===== config.mk =====
export PLATFORM = sky130hd
export DESIGN_NAME = mem_lsu
export DESIGN_NICKNAME = d
export VERILOG_FILES = /design/src/rtl/mem_lsu_pkg.sv /design/src/rtl/mem_lsu_align.sv /design/src/rtl/mem_lsu.sv
export SDC_FILE = /design/constraint.sdc
export NUM_CORES = 1
export LEC_CHECK = 0
export ABC_AREA = 1
export CAP_MARGIN = 20
export CORE_MARGIN = 1
export CORE_UTILIZATION = 36
export DETAILED_ROUTE_END_ITERATION = 10
export PLACE_DENSITY = 0.79
export RECOVER_POWER = 50
export SLEW_MARGIN = 15
export SYNTH_ARGS = -nofsm -noshare
export SYNTH_HDL_FRONTEND = slang
export SYNTH_SLANG_ARGS = --single-unit

===== constraint.sdc =====
create_clock -name clk -period 1.9 [get_ports clk]
set_clock_uncertainty 0.2 [all_clocks]
set_input_delay 0.38 -clock clk [delete_from_list [all_inputs] [get_ports clk]]
set_output_delay 0.38 -clock clk [all_outputs]
set_load 0.03 [all_outputs]

===== src/rtl/mem_lsu_pkg.sv =====
// osiris_lsu_pkg: shared LSU state encoding, funct3 access codes and result-source codes.
package osiris_lsu_pkg;
  typedef enum logic [1:0] {IDLE, REQ, RESP, DONE} lsu_state_t;
  localparam logic [2:0] FUNCT3_LB  = 3'b000;
  localparam logic [2:0] FUNCT3_LH  = 3'b001;
  localparam logic [2:0] FUNCT3_LW  = 3'b010;
  localparam logic [2:0] FUNCT3_LBU = 3'b100;
  localparam logic [2:0] FUNCT3_LHU = 3'b101;
  localparam logic [1:0] RESULT_SRC_ALU = 2'b00;
  localparam logic [1:0] RESULT_SRC_MEM = 2'b01;
  localparam logic [1:0] RESULT_SRC_PC4 = 2'b10;
endpackage


===== src/rtl/mem_lsu_align.sv =====
// lsu_align: byte enables, store-lane replication, load lane extraction/extension and legality check.
module lsu_align
  import osiris_lsu_pkg::*;
(
  input  logic [1:0]  addr,
  input  logic [2:0]  funct3,
  input  logic [31:0] wdata,
  input  logic [31:0] rdata,
  output logic [3:0]  be,
  output logic [31:0] wdata_rep,
  output logic [31:0] rdata_ext,
  output logic        bad
);
  logic       is_b;
  logic       is_h;
  logic       legal;
  logic [7:0] rb;
  logic [15:0] rh;
  always_comb begin
    is_b = funct3[1:0] == 2'b00;
    is_h = funct3[1:0] == 2'b01;
    legal = funct3 == FUNCT3_LB || funct3 == FUNCT3_LH || funct3 == FUNCT3_LW ||
            funct3 == FUNCT3_LBU || funct3 == FUNCT3_LHU;
    bad = !legal || (is_h && addr[0]) || (funct3 == FUNCT3_LW && addr != 2'b00);
    be = is_b ? 4'b0001 << addr : is_h ? 4'b0011 << {addr[1], 1'b0} : 4'hF;
    wdata_rep = is_b ? {4{wdata[7:0]}} : is_h ? {2{wdata[15:0]}} : wdata;
    rb = rdata[{addr, 3'b000} +: 8];
    rh = rdata[{addr[1], 4'b0000} +: 16];
    // funct3[2] marks the unsigned variants
    rdata_ext = is_b ? {{24{!funct3[2] && rb[7]}}, rb} :
                is_h ? {{16{!funct3[2] && rh[15]}}, rh} : rdata;
  end
endmodule


===== src/rtl/mem_lsu.sv =====
// mem_lsu: MEM-stage load/store unit driving a req/gnt/rvalid data port, stalling until each access completes.
module mem_lsu
  import osiris_lsu_pkg::*;
#(
  parameter int DATA_WIDTH = 32,
  parameter int REG_WIDTH  = 4,
  parameter int TIMEOUT    = 16
) (
  input  logic                  clk,
  input  logic                  rst,
  input  logic [DATA_WIDTH-1:0] i_alu_result_M,
  input  logic [DATA_WIDTH-1:0] i_write_data_M,
  input  logic [2:0]            i_funct3_M,
  input  logic [1:0]            i_result_src_M,
  input  logic                  i_mem_write_M,
  output logic                  o_stall_M,
  output logic [DATA_WIDTH-1:0] o_read_data_M,
  output logic                  o_misaligned_M,
  output logic                  o_bus_err_M,
  output logic                  o_dmem_req,
  input  logic                  i_dmem_gnt,
  output logic                  o_dmem_we,
  output logic [DATA_WIDTH-1:0] o_dmem_addr,
  output logic [3:0]            o_dmem_be,
  output logic [DATA_WIDTH-1:0] o_dmem_wdata,
  input  logic                  i_dmem_rvalid,
  input  logic [DATA_WIDTH-1:0] i_dmem_rdata,
  input  logic                  i_dmem_err
);
  localparam int CW = $clog2(TIMEOUT);
  if (DATA_WIDTH != 32 || REG_WIDTH < 1 || TIMEOUT < 2) begin : g_bad_param
    $error("mem_lsu: unsupported parameter set");
  end
  lsu_state_t            state_q, state_d;
  logic [CW-1:0]         cnt_q, cnt_d;
  logic [DATA_WIDTH-1:0] rdata_q, rdata_d;
  logic                  err_q, err_d;
  logic                  load;
  logic                  access;
  logic                  bad;
  logic                  timeout;
  logic [DATA_WIDTH-1:0] rdata_ext;
  lsu_align u_align (
    .addr      (i_alu_result_M[1:0]),
    .funct3    (i_funct3_M),
    .wdata     (i_write_data_M),
    .rdata     (i_dmem_rdata),
    .be        (o_dmem_be),
    .wdata_rep (o_dmem_wdata),
    .rdata_ext (rdata_ext),
    .bad       (bad)
  );
  assign o_dmem_addr   = {i_alu_result_M[DATA_WIDTH-1:2], 2'b00};
  assign o_dmem_we     = !load && i_mem_write_M;
  assign o_read_data_M = rdata_q;
  assign o_bus_err_M   = err_q;
  always_comb begin
    load = i_result_src_M == RESULT_SRC_MEM;
    access = load || i_mem_write_M;
    timeout = cnt_q == CW'(TIMEOUT - 1);
    state_d = state_q;
    cnt_d = cnt_q;
    rdata_d = rdata_q;
    err_d = 1'b0;
    o_dmem_req = 1'b0;
    o_stall_M = 1'b0;
    o_misaligned_M = 1'b0;
    unique case (state_q)
      IDLE: begin
        o_misaligned_M = access && bad;
        o_dmem_req = access && !bad;
        o_stall_M = access && !bad;
        cnt_d = '0;
        if (access && !bad) state_d = i_dmem_gnt ? RESP : REQ;
      end
      REQ: begin
        o_dmem_req = 1'b1;
        o_stall_M = 1'b1;
        cnt_d = cnt_q + 1'b1;
        if (timeout) begin
          state_d = DONE;
          err_d = 1'b1;
          rdata_d = '0;
        end else if (i_dmem_gnt) state_d = RESP;
      end
      RESP: begin
        o_stall_M = 1'b1;
        cnt_d = cnt_q + 1'b1;
        if (i_dmem_rvalid) begin
          state_d = DONE;
          err_d = i_dmem_err;
          rdata_d = i_dmem_err ? '0 : load ? rdata_ext : rdata_q;
        end else if (timeout) begin
          state_d = DONE;
          err_d = 1'b1;
          rdata_d = '0;
        end
      end
      DONE: state_d = IDLE;
    endcase
    // reset must silence the bus immediately, not only after the next edge
    if (!rst) begin
      o_dmem_req = 1'b0;
      o_stall_M = 1'b0;
      o_misaligned_M = 1'b0;
    end
  end
  always_ff @(posedge clk or negedge rst) begin
    if (!rst) begin
      state_q <= IDLE;
      cnt_q <= '0;
      rdata_q <= '0;
      err_q <= 1'b0;
    end else begin
      state_q <= state_d;
      cnt_q <= cnt_d;
      rdata_q <= rdata_d;
      err_q <= err_d;
    end
  end
endmodule


==> flow_metrics.py <==
metrics = {
    "worst_setup_path": {
        "required_ns": 1.32,
        "max_stage_delay_ns": 0.40,
        "path_common_cell": "nor2_2",
        "crit_buf_inv": 3,
        "r2r_start": "state_q[0]",
        "path_class": "reg -> out",
        "cp_slowest_cell": "dfrtp_1",
        "r2r_cells": 8,
        "arrival_ns": 1.40,
        "path_cells": "inv_2 -> ha_4 -> inv_4 -> nor2_4 -> nor2_2 -> nor2_2 -> buf_6",
        "end_kind": "primary output",
        "r2r-end": "o_read_data_M[25]",
        "setup.worst_path.start_class": "register",
        "r2r_slack_ns": 0.13,
        "critPathTopFamily": "flip-flops",
        "critPathMaxFanout": 3,
    },
    "status": {
        "outcome": "finished, violations left",
        "violations": "setup timing",
    },
    "route": {
        "remaining_drc_errors": 0,
        "wirelength_um": 10970,
        "firstDrtPassIters": 4,
        "vias": 3699,
        "ant_nets": 0,
        "wl_per_cell_um": 14.82,
        "drt_iter0_drc": 275,
        "vias_per_cell": 4.999,
    },
    "clock_network": {
        "cts.sinks": 39,
        "clk_pin_slew_ns": 0.08,
        "cts_tree": "yes",
        "cts_made_buffers": 5,
        "clock_path_buffers": 2,
        "clock-root-buffer": "clkbuf_8",
        "insertion_delay_ns": 0.29,
        "htreeDepth": 2,
    },
    "power_and_ir_drop": {
        "ir_drop_uv": 417.1,
        "power_density_nw_per_um2": 1006,
        "p_leak_uw": 0.002794,
    },
    "sta": {
        "worst_slack_ns": -0.07667,
        "setup_tns_ns": -0.1940,
        "min_period_ns": 1.977,
        "maxSlewViolCount": 0,
        "fin_hold_ws_ns": 0.2795,
        "rsz0062_at_grt": "true",
        "max_freq_mhz": 505.9,
        "period_share_pct": 104.0,
        "setup_violations": 4,
        "final_hold_viol_count": 0,
    },
    "synthesis": {
        "post_synth.cell_area_avg_um2": 6.394,
        "ys_seq_area_share_pct": 31.15,
        "syn_area_um2": 3133,
        "synth_cells": 490,
        "yosys.cell_types.count": 30,
        "ys_ff_latch": 39,
        "ys_warn_count": 0,
    },
    "floorplanning": {
        "start_util_pct": 37.75,
        "die_h_um": 95.29,
        "core_um2": 8299,
        "row_count": 33,
        "die-area_um2": 9080,
        "io_pins": 212,
        "die_x_um": 95.29,
    },
    "final_layout": {
        "antennaDiodeCount": 0,
        "fillers": 778,
        "drive_gt1_share_pct": 24.09,
        "nNetsFinal": 746,
        "area_growth_syn_to_layout_pct": 57.51,
    },
    "grt": {
        "grt.overflow.total": 0,
        "grt_pass1_wl_um": 17480,
        "grt_pass1_vias": 3623,
        "grt.total_usage_pct": 24.96,
        "antenna_found_initial": 0,
        "grt_max_degree": 33,
    },
    "place": {
        "gp_congestion": 0.8912,
        "dpl.hpwl_um": 8368,
        "io_buffers": 149,
    },
    "min_path": {
        "worstHoldPathType": "reg -> reg",
        "worstHoldStart": "o_read_data_M[4]",
        "holdPathEnd": "o_read_data_M[4]",
        "holdPathStages": 2,
    },
    "flow_run": {
        "drv_cap": 0,
    },
}
[registers in the layout (all words and copies together) (netlist names)]
register	cells
o_read_data_M	32
state_q	2
o_bus_err_M	1
cnt_q	4
[cells in the mapped netlist]
cell type | count | area, um2
nand2_1 | 187 | 701.9
nor2_1 | 51 | 191.4
nand3_1 | 49 | 245.2
buf_4 | 44 | 330.3
dfrtp_1 | 39 | 975.9
inv_1 | 32 | 120.1
a21oi_1 | 23 | 115.1
o21ai_0 | 13 | 65.06
buf_2 | 8 | 40.04
o211ai_1 | 7 | 52.55
clkbuf_1 | 5 | 18.77
ha_1 | 5 | 62.56
buf_6 | 4 | 45.04
nand2_2 | 4 | 25.02
inv_2 | 3 | 11.26
nand4_1 | 2 | 12.51
a221oi_1 | 1 | 8.760
conb_1 | 1 | 3.750
inv_4 | 1 | 6.260
nand2_4 | 1 | 11.26
nand3_2 | 1 | 10.01
nand3b_1 | 1 | 7.510
nor2_2 | 1 | 6.260
nor2_4 | 1 | 11.26
nor3_1 | 1 | 5.000
nor3_4 | 1 | 16.27
nor4_1 | 1 | 6.260
o21ai_1 | 1 | 5.000
o21ai_4 | 1 | 16.27
o22ai_1 | 1 | 6.260
[worst reg2reg max path: cells and delay by family, from the launching register on]
family                   cells  cell delay (ns)
buffers and inverters        3             0.45
flip-flops                   1             0.40
AND/OR/NAND/NOR              4             0.46
adder cells (fa/ha/maj)      1             0.20
[where the power goes]
| part | total [uW] | switching, uW | internal (uW) |
|---|---|---|---|
| Clock | 629 | 299 | 330 |
| Sequential | 1350 | 183 | 1160 |
| Combinational | 2990 | 1800 | 1180 |
| Total | 4960 | 2290 | 2680 |
[worst max path at each step]
stage | startpoint | to | depth (start not counted)
global placement | i_funct3_M[0] | o_dmem_wdata[13] | 7
finish | state_q[0] | o_dmem_req | 7
floorplan | i_funct3_M[1] | o_dmem_wdata[10] | 3
detailed placement | i_funct3_M[0] | o_dmem_wdata[13] | 7
CTS | state_q[1] | o_stall_M | 7
global route | state_q[1] | o_stall_M | 7
[cell families (layout without fill, tap and decap cells)]
logic type               count (synthesis)  after routing  share of synthesized area [%]
AO/OA/AOI/OAI                           47             47                          8.586
adder cells (fa/ha/maj)                  5              5                          1.997
buffers and inverters                   97            241                          18.25
flip-flops                              39             39                          31.15
other                                    1              2                         0.1197
AND/OR/NAND/NOR                        301            301                          39.90
[placed cells by master, fill, tap and decap left out, drive strengths merged, types with 2 or more instances in the layout]
cell	netlist	final
nor3	2	2
nor2	53	53
buf	56	93
o21ai	15	15
dfrtp	39	39
nand3	50	50
conb	1	2
dlygate4sd2	0	33
ha	5	5
dlymetal6s2s	0	10
nand2	192	192
clkbuf	5	7
inv	36	36
o211ai	7	7
a21oi	23	23
nand4	2	2
clkdlybuf4s50	0	60
[final cells by class]
type	count	area (um2)	share of cell area, %
well taps	105	131.4	2.662
repair buffers	197	1842	37.32
multi-input cells	355	1742	35.29
clock buffers	7	96.34	1.952
inverters	36	140.1	2.840
flip-flops and latches	39	975.9	19.78
clock inverters	1	7.507	0.1521
[layer usage]
layer | wire length, um | vias to the layer above | global-route usage [%]
li1 | - | 1793 | -
met1 | 3967 | 1686 | 27.58
met2 | 5695 | 187 | 46.79
met3 | 999 | 33 | 4.705
met4 | 305 | 0 | 9.343
met5 | 0 | - | 0
[per-stage QoR]
step | instances | utilization (%) | setup WS [ns] | instance area (um2) | power (uW)
floorplan | 491 | - | 0.03759 | 3142 | 3106
global route | 740 | 59.46 | -0.1447 | 4935 | 5294
CTS | 739 | 58.75 | -0.04491 | 4876 | 4966
finish | 740 | 59.46 | -0.07667 | 4935 | 4963
global placement | 716 | 54.71 | -0.4878 | 4541 | 4189
detailed placement | 716 | 54.71 | -0.4930 | 4541 | 4236
[timing repair]
action	4_1_cts	5_1_grt
cloned	1	0
setup endpoints to repair	82	52
buffers inserted	13	2
hold endpoints to repair	39	0
gates resized for setup	106	25
pin swaps	16	13
hold buffers	1	0
Note: power is estimated with default switching activity, not from simulation.
